<file path="src/rtl/tiny_cpu_sequencer.sv">
// Instruction feeder for TinyCpu: replays a loadable program memory onto the
// CPU In bus, presenting each word for HOLD_CYCLES clocks, then reports done.
module tiny_cpu_sequencer #(
  parameter int unsigned INSTR_W     = 12,
  parameter int unsigned DEPTH       = 16,
  parameter int unsigned ADDR_W      = 4,
  parameter int unsigned HOLD_CYCLES = 4,
  parameter logic [INSTR_W-1:0] IDLE_INSTR = INSTR_W'(12'hF00)
) (
  input  logic               clk,
  input  logic               rst_n,
  input  logic               load_en,
  input  logic [ADDR_W-1:0]  load_addr,
  input  logic [INSTR_W-1:0] load_data,
  input  logic [ADDR_W:0]    prog_len,
  input  logic               start,
  input  logic               halt,
  output logic [INSTR_W-1:0] instr,
  output logic               instr_valid,
  output logic [ADDR_W-1:0]  pc,
  output logic               busy,
  output logic               done
);

  localparam int unsigned LEN_W = ADDR_W + 1;
  localparam int unsigned CNT_W = (HOLD_CYCLES > 1) ? $clog2(HOLD_CYCLES) : 1;

  typedef enum logic [1:0] {
    IDLE = 2'd0,
    RUN  = 2'd1,
    DONE = 2'd2
  } state_t;

  state_t               state, state_n;
  logic [ADDR_W-1:0]    pc_n;
  logic [CNT_W-1:0]     cnt, cnt_n;
  logic [LEN_W-1:0]     len, len_n, len_clamped;
  logic [INSTR_W-1:0]   instr_n;
  logic                 valid_n;

  logic [INSTR_W-1:0]   mem [DEPTH];

  // Program memory has no reset so a loaded program survives Rst_n.
  always_ff @(posedge clk) begin
    if (load_en && (state != RUN)) begin
      mem[load_addr] <= load_data;
    end
  end

  assign len_clamped = (prog_len > LEN_W'(DEPTH)) ? LEN_W'(DEPTH) : prog_len;

  always_ff @(posedge clk or negedge rst_n) begin
    if (!rst_n) begin
      state       <= IDLE;
      pc          <= '0;
      cnt         <= '0;
      len         <= '0;
      instr       <= IDLE_INSTR;
      instr_valid <= 1'b0;
      busy        <= 1'b0;
      done        <= 1'b0;
    end else begin
      state       <= state_n;
      pc          <= pc_n;
      cnt         <= cnt_n;
      len         <= len_n;
      instr       <= instr_n;
      instr_valid <= valid_n;
      busy        <= (state_n == RUN);
      done        <= (state_n == DONE);
    end
  end

  // Next-state and next-output logic; halt outranks start and sequencing.
  always_comb begin
    state_n = state;
    pc_n    = pc;
    cnt_n   = cnt;
    len_n   = len;
    instr_n = instr;
    valid_n = instr_valid;

    case (state)
      IDLE, DONE: begin
        if (halt) begin
          state_n = IDLE;
          pc_n    = '0;
          cnt_n   = '0;
          instr_n = IDLE_INSTR;
          valid_n = 1'b0;
        end else if (start) begin
          len_n = len_clamped;
          pc_n  = '0;
          cnt_n = '0;
          if (len_clamped == '0) begin
            state_n = DONE;
            instr_n = IDLE_INSTR;
            valid_n = 1'b0;
          end else begin
            state_n = RUN;
            instr_n = mem['0];
            valid_n = 1'b1;
          end
        end
      end

      RUN: begin
        if (halt) begin
          state_n = IDLE;
          pc_n    = '0;
          cnt_n   = '0;
          instr_n = IDLE_INSTR;
          valid_n = 1'b0;
        end else if (cnt < CNT_W'(HOLD_CYCLES - 1)) begin
          cnt_n = cnt + CNT_W'(1);
        end else if ({1'b0, pc} < (len - LEN_W'(1))) begin
          // Next word is read from the incremented address so there is no bubble.
          pc_n    = pc + ADDR_W'(1);
          cnt_n   = '0;
          instr_n = mem[pc + ADDR_W'(1)];
        end else begin
          state_n = DONE;
          cnt_n   = '0;
          instr_n = IDLE_INSTR;
          valid_n = 1'b0;
        end
      end

      default: begin
        state_n = IDLE;
        pc_n    = '0;
        cnt_n   = '0;
        instr_n = IDLE_INSTR;
        valid_n = 1'b0;
      end
    endcase
  end

endmodule
</file>
<file path="config.mk">
export PLATFORM = sky130hd
export DESIGN_NAME = tiny_cpu_sequencer
export DESIGN_NICKNAME = d
export VERILOG_FILES = /design/src/rtl/tiny_cpu_sequencer.sv
export SDC_FILE = /design/constraint.sdc
export NUM_CORES = 1
export LEC_CHECK = 0
export BUFFER_PORTS_ARGS = -buffer_cell sky130_fd_sc_hd__buf_2
export CORE_UTILIZATION = 30
export CTS_CLUSTER_DIAMETER = 50
export DETAILED_ROUTE_END_ITERATION = 8
export PLACE_DENSITY = 0.49
export REMOVE_ABC_BUFFERS = 1
export SYNTH_ARGS = -nofsm -noshare
export SYNTH_HDL_FRONTEND = slang
export SYNTH_SLANG_ARGS = --single-unit
</file>
<file path="constraint.sdc">
create_clock -name clk -period 3 [get_ports clk]
set_clock_uncertainty 0.1 [all_clocks]
set_input_delay 0.6 -clock clk [delete_from_list [all_inputs] [get_ports clk]]
set_output_delay 0.6 -clock clk [all_outputs]
set_load 0.02 [all_outputs]
</file>
==> impl_metrics.ini, run 1 <==
[status]
status = finished clean

[yosys]
synth_cell_types = 41
synthFlopType = edfxtp_1
synth_most_common_cell = edfxtp_1
synth_enable_flop_cells = 192
ys_seq_area_frac = 0.734
synth.largest_area_cell = edfxtp_1
synth_area_leaders = edfxtp_1 65%, mux4_2 8.2%, dfrtp_1 6.8%, nand2_1 4.2%, nand3_1 1.7%
yosysTopAreaCellShare = 0.654
synthArstFlopShare = 0.127
synth_commonest_cells = 192 x edfxtp_1, 98 x nand2_1, 32 x mux4_2
synth_warnings = 0
synth_cells = 560
ys_ff_latch = 220
syn_area_sq_mm = 0.00881
avgSynthCellArea_sq_um = 15.7

[setup_path]
path_max_fanout = 9
max_stage_delay_ns = 0.46
cp-end-kind = flip-flop
critPathKind = reg2reg
cp_slowest_cell = nand3_1
startpoint_type = flip-flop
crit_arrival_ns = 2.96
cp_data_required_time_ns = 3.33
worstPathCellList = inv_1 -> ha_1 -> xnor2_1 -> ha_1 -> o21ai_0 -> a21oi_1 -> o21ai_1 -> nand3_1 -> o21ai_0

[sta]
min_period_ns = 2.64
relSlewSlack = 0.390
setup-violations-final = 0
final_hold_viol_count = 0
tightest_slew_ns = 0.910
fin_crit_sh = 0.880
drv_slew = 0
rsz0062_at_grt = false
fmax_ghz = 0.379

[power]
ir_drop_mv = 0.426
power_density_mw_per_mm2 = 695
total_power_uw = 7370
p_leak_uw = 0.00367

[floorplan]
io-pin-count = 45
initial_core_util = 0.306
die_h_um = 173
dieArea_sq_mm = 0.0301
rows = 62
die_w_um = 173
core-area_sq_mm = 0.0288

[layout]
nFillCells = 2693
finalNonFillerCells = 1041
n_antenna_cell = 0
regArea_sq_mm = 0.00647
final_nets = 667
multi_input_area_sq_mm = 0.00225
drive_above_1_share = 0.254
synthToLayoutAreaGrowth_pct = 20.4

[min_path]
hp-class = in2async

[clock_network]
root_buffer = clkbuf_16
clockBufferDepth = 3
clk_latency_ns = 0.53
cts_hold_buf = 0
numCtsBuffers = 28
cts_resized = 0
cts_tree = done
cts_setup_buffers = 0
cts_sinks = 220
path_clk_slew_ns = 0.06
htree_levels = 1

[detailed_routing]
via_per_inst = 4.80
num_vias = 5002
ant_nets = 0
drt_iter0_drc = 323
dr.pass1.iters = 5
wire_per_inst_um = 19.7
wirelength_mm = 20.5
drc = 0

[place]
globalplace.congestion = 0.764
portBuffers = 44
hpwl_mm = 12.9
dp_cells = 989

[run]
maxCapViolations = 0

[global_routing]
grt_overflow_total = 0
grt_max_degree = 49
grt_usage = 0.139
antenna_found_initial = 0
grt_pass1_wl_mm = 31.9
grt_pass1_vias = 5299
==> power breakdown <==
group | total [uW] | switching [uW] | leakage [uW] | internal [uW]
clock network | 3340 | 1290 | 0.000461 | 2050
registers | 3450 | 40.9 | 0.00209 | 3410
logic | 581 | 353 | 0.00112 | 228
==> layer usage <==
layer / share of wire / track usage
met5: 0 / 0
met3: 0.049 / 0.0197
met1: 0.44 / 0.183
met4: 0.017 / 0.0372
met2: 0.50 / 0.238
==> worst paths after layout <==
| kind | start | end | slack [ns] | cells past startpoint |
|---|---|---|---|---|
| min in group clk | halt | done | 0.25 | 2 |
| worst min-delay path | rst_n | done | 0.02 | 1 |
| max in group asynchronous | rst_n | pc[0] | 2.27 | 1 |
| worst max register to register | len[0] | instr[7] | 0.36 | 9 |
| worst min register to register | instr[6] | instr[6] | 0.41 | 2 |
| worst max-delay path | len[0] | instr[7] | 0.36 | 9 |
==> registers in the layout, indices dropped and copies added, names as in the netlist <==
| signal | cells |
|---|---|
| done | 1 |
| pc | 4 |
| cnt | 2 |
| state | 2 |
| mem | 192 |
| busy | 1 |
| instr_valid | 1 |
| instr | 12 |
| len | 5 |
==> critical path, delay by kind of cell (launching register included) <==
family                   cells  cell delay, ns
AND/OR/NAND/NOR              1            0.46
AO/OA/AOI/OAI                4            0.91
adder cells (fa/ha/maj)      2            0.48
flip-flops                   1            0.39
buffers and inverters        1            0.06
XOR/XNOR                     1            0.13
==> cells in the final DEF (no fill, tap or decap), types with 6 or more instances in the layout <==
cell type,n
a22oi_1,13
a31oi_1,8
buf_2,44
buf_4,26
clkbuf_16,29
dfrtp_1,23
edfxtp_1,192
ha_1,6
mux2i_1,9
mux4_2,32
nand2_1,98
nand2b_1,7
nand3_1,30
nand4_1,9
nor2_1,26
o21ai_0,30
==> cell type report <==
class                      instances  area share
clock inverter                    20      0.0204
tap                              384      0.0453
inverter                           5     0.00177
clock buffer                      32      0.0695
multi-input combinational        309       0.212
sequential                       220       0.610
timing repair buffer              71      0.0411
==> logic make-up after synthesis <==
logic type	Yosys count	synth area share
flops	220	0.734
simple gates	190	0.0959
compound gates	64	0.0439
mux	43	0.0946
buf+inv	31	0.0168
xor+xnor	6	0.00596
fa+ha+maj	6	0.00852
==> per-stage QoR <==
| step | worst slack [ns] | utilization | cell area (sq um) | hold slack (ns) | TNS (ns) |
|---|---|---|---|---|---|
| floorplan | -1.91 | - | 8680 | 0.204 | -20.93 |
| global placement | 0.482 | 0.335 | 9650 | 0.396 | 0 |
| detailed placement | 0.387 | 0.335 | 9650 | 0.401 | 0 |
| CTS | 0.328 | 0.369 | 10600 | 0.0307 | 0 |
| global route | 0.110 | 0.369 | 10600 | 0.0615 | 0 |
| finish | 0.361 | 0.369 | 10600 | 0.0218 | 0 |
No activity file was read; power rests on OpenSTA's default activity.
==> run 2, diff against run 1 <==
==> constraint.sdc (replaced) <==
create_clock -name clk -period 3 [get_ports clk]
set_clock_uncertainty 0.1 [all_clocks]
set_input_delay 0.45 -clock clk [delete_from_list [all_inputs] [get_ports clk]]
set_output_delay 0.45 -clock clk [all_outputs]
set_load 0.02 [all_outputs]
==> impl_metrics.ini, run 2 (same netlist as run 1, synthesis figures left out) <==
[power]
ir_drop_mv = 0.434
power_density_mw_per_mm2 = 668
seq_power_share = 0.492
switching_share = 0.228
p_leak_uw = 0.00361
combPwrFrac = 0.084
clkPwrFrac = 0.424
p_int_uw = 5410
power.switching_uw = 1600
total_power_uw = 7000

[layout]
nFillCells = 2705
regMostFlops = mem
final_cell_mix = 192 x edfxtp_1, 98 x nand2_1, 44 x buf_2
top_regs = mem (192), instr (12), len (5)
final_common_cell = edfxtp_1
drive_above_1_share = 0.247
fin_area_sq_mm = 0.0105
synthToLayoutAreaGrowth_pct = 19.0
largest_reg_flops = 192
multi_input_area_sq_mm = 0.00225
final_nets = 666
regArea_sq_mm = 0.00647
n_antenna_cell = 0

[global_routing]
grt_usage = 0.137
grt_pass1_wl_mm = 31.4
grt_max_degree = 41
grt_overflow_total = 0
antenna_found_initial = 0
grt_pass1_vias = 5206

[detailed_routing]
highest_layer = met4
via_per_inst = 4.80
wirelength_mm = 20.2
met2WireLength_mm = 9.95
drc = 0
ant_nets = 0
wl_met3_um = 847
wl_met1_mm = 9.03
wire_per_inst_um = 19.5
drt_iter0_drc = 504
num_vias = 4976
dr.pass1.iters = 5

[clock_network]
clockBufferDepth = 3
cts_setup_buffers = 0
root_buffer = clkbuf_16
clk_latency_ns = 0.52
path_clk_slew_ns = 0.06
numCtsBuffers = 25
cts_resized = 0
cts_hold_buf = 1
cts_sinks = 220
htree_levels = 1
cts_tree = done

[setup_path]
worstReg2RegStart = len[0]
critPathKind = reg2reg
path_max_fanout = 9
r2r-end = instr[5]
startpoint_type = flip-flop
cp-end-kind = flip-flop
crit_arrival_ns = 2.80
cp_data_required_time_ns = 3.32
regToRegSetupSlack_ns = 0.52
r2r_cells = 10

[floorplan]
core-area_sq_mm = 0.0288
rows = 62
dieArea_sq_mm = 0.0301
initial_core_util = 0.306
die_w_um = 173
io-pin-count = 45
die_h_um = 173

[place]
portBuffers = 44
place_area_sq_mm = 0.00966
hpwl_mm = 12.8
globalplace.congestion = 0.801

[run]
maxCapViolations = 0

[sta]
fin_setup_tns_ns = 0
relSlewSlack = 0.432
rsz0062_at_grt = false
fin_crit_sh = 0.826
drv_slew = 0
tightest_slew_ns = 0.849
fmax_ghz = 0.404
min_period_ns = 2.48
final_hold_viol_count = 0
setup-violations-final = 0

[min_path]
hp-class = in2reg
min_to = state[1]
hold_depth = 2
min_from = halt

[status]
status = finished clean
[run 2: changes by cell type in the layout (fill, tap and decap cells not counted)]
cell and change:
clkinv_1 -1, clkinv_2 -1, clkbuf_8 +2, clkinv_8 -1, clkbuf_1 +2, bufinv_16 -1
inv_8 -1, buf_4 +1, clkbuf_16 -4, dlygate4sd3_1 +1, inv_6 -1
[run 2: area by class of cell]
class,count,area share
repair buffers,73,0.0432
clock buffers,32,0.0641
clock inverters,14,0.0135
well taps,384,0.0458
flip-flops and latches,220,0.617
inverters,5,0.00179
multi-input cells,309,0.214
[run 2: critical path, cell delays in order (launching register included)]
cell     delay (ns)
dfrtp_1        0.40
inv_1          0.06
ha_1           0.22
xnor2_1        0.13
ha_1           0.27
o21ai_0        0.17
a21oi_1        0.06
o21ai_1        0.13
buf_4          0.17
nand3_1        0.36
o21ai_0        0.31
[run 2: power groups by stage]
stage	Combinational, uW	Sequential [uW]	Clock (uW)
2_1_floorplan	307	3550	0
3_3_place_gp	588	3510	0
3_5_place_dp	601	3510	0
4_1_cts	603	3450	3020
5_1_grt	655	3450	3140
6_report	590	3450	2970
[run 2: per-stage QoR]
step	worst slack, ns	util	hold WS [ns]	std cells
2_1_floorplan	-1.91	-	0.0544	534
3_3_place_gp	0.595	0.336	0.400	990
3_5_place_dp	0.528	0.336	0.410	990
4_1_cts	0.498	0.364	0.0934	1037
5_1_grt	0.289	0.364	0.116	1037
6_report	0.523	0.364	0.110	1037
[run 2: how the worst max path moves through the flow]
stage	startpoint	to	slack, ns
after global routing	len[0]	instr[5]	0.29
after global placement	pc[0]	pc[0]	0.60
after detailed placement	pc[0]	pc[0]	0.53
after CTS	pc[0]	pc[0]	0.50
final	len[0]	instr[5]	0.52
after floorplan	pc[0]	instr[10]	-1.91
[run 2: routing by layer]
layer / global-route usage / up-vias
met4: 0.0383 / 0
met3: 0.0158 / 29
met5: 0 / -
met2: 0.229 / 115
li1: - / 2292
met1: 0.188 / 2540
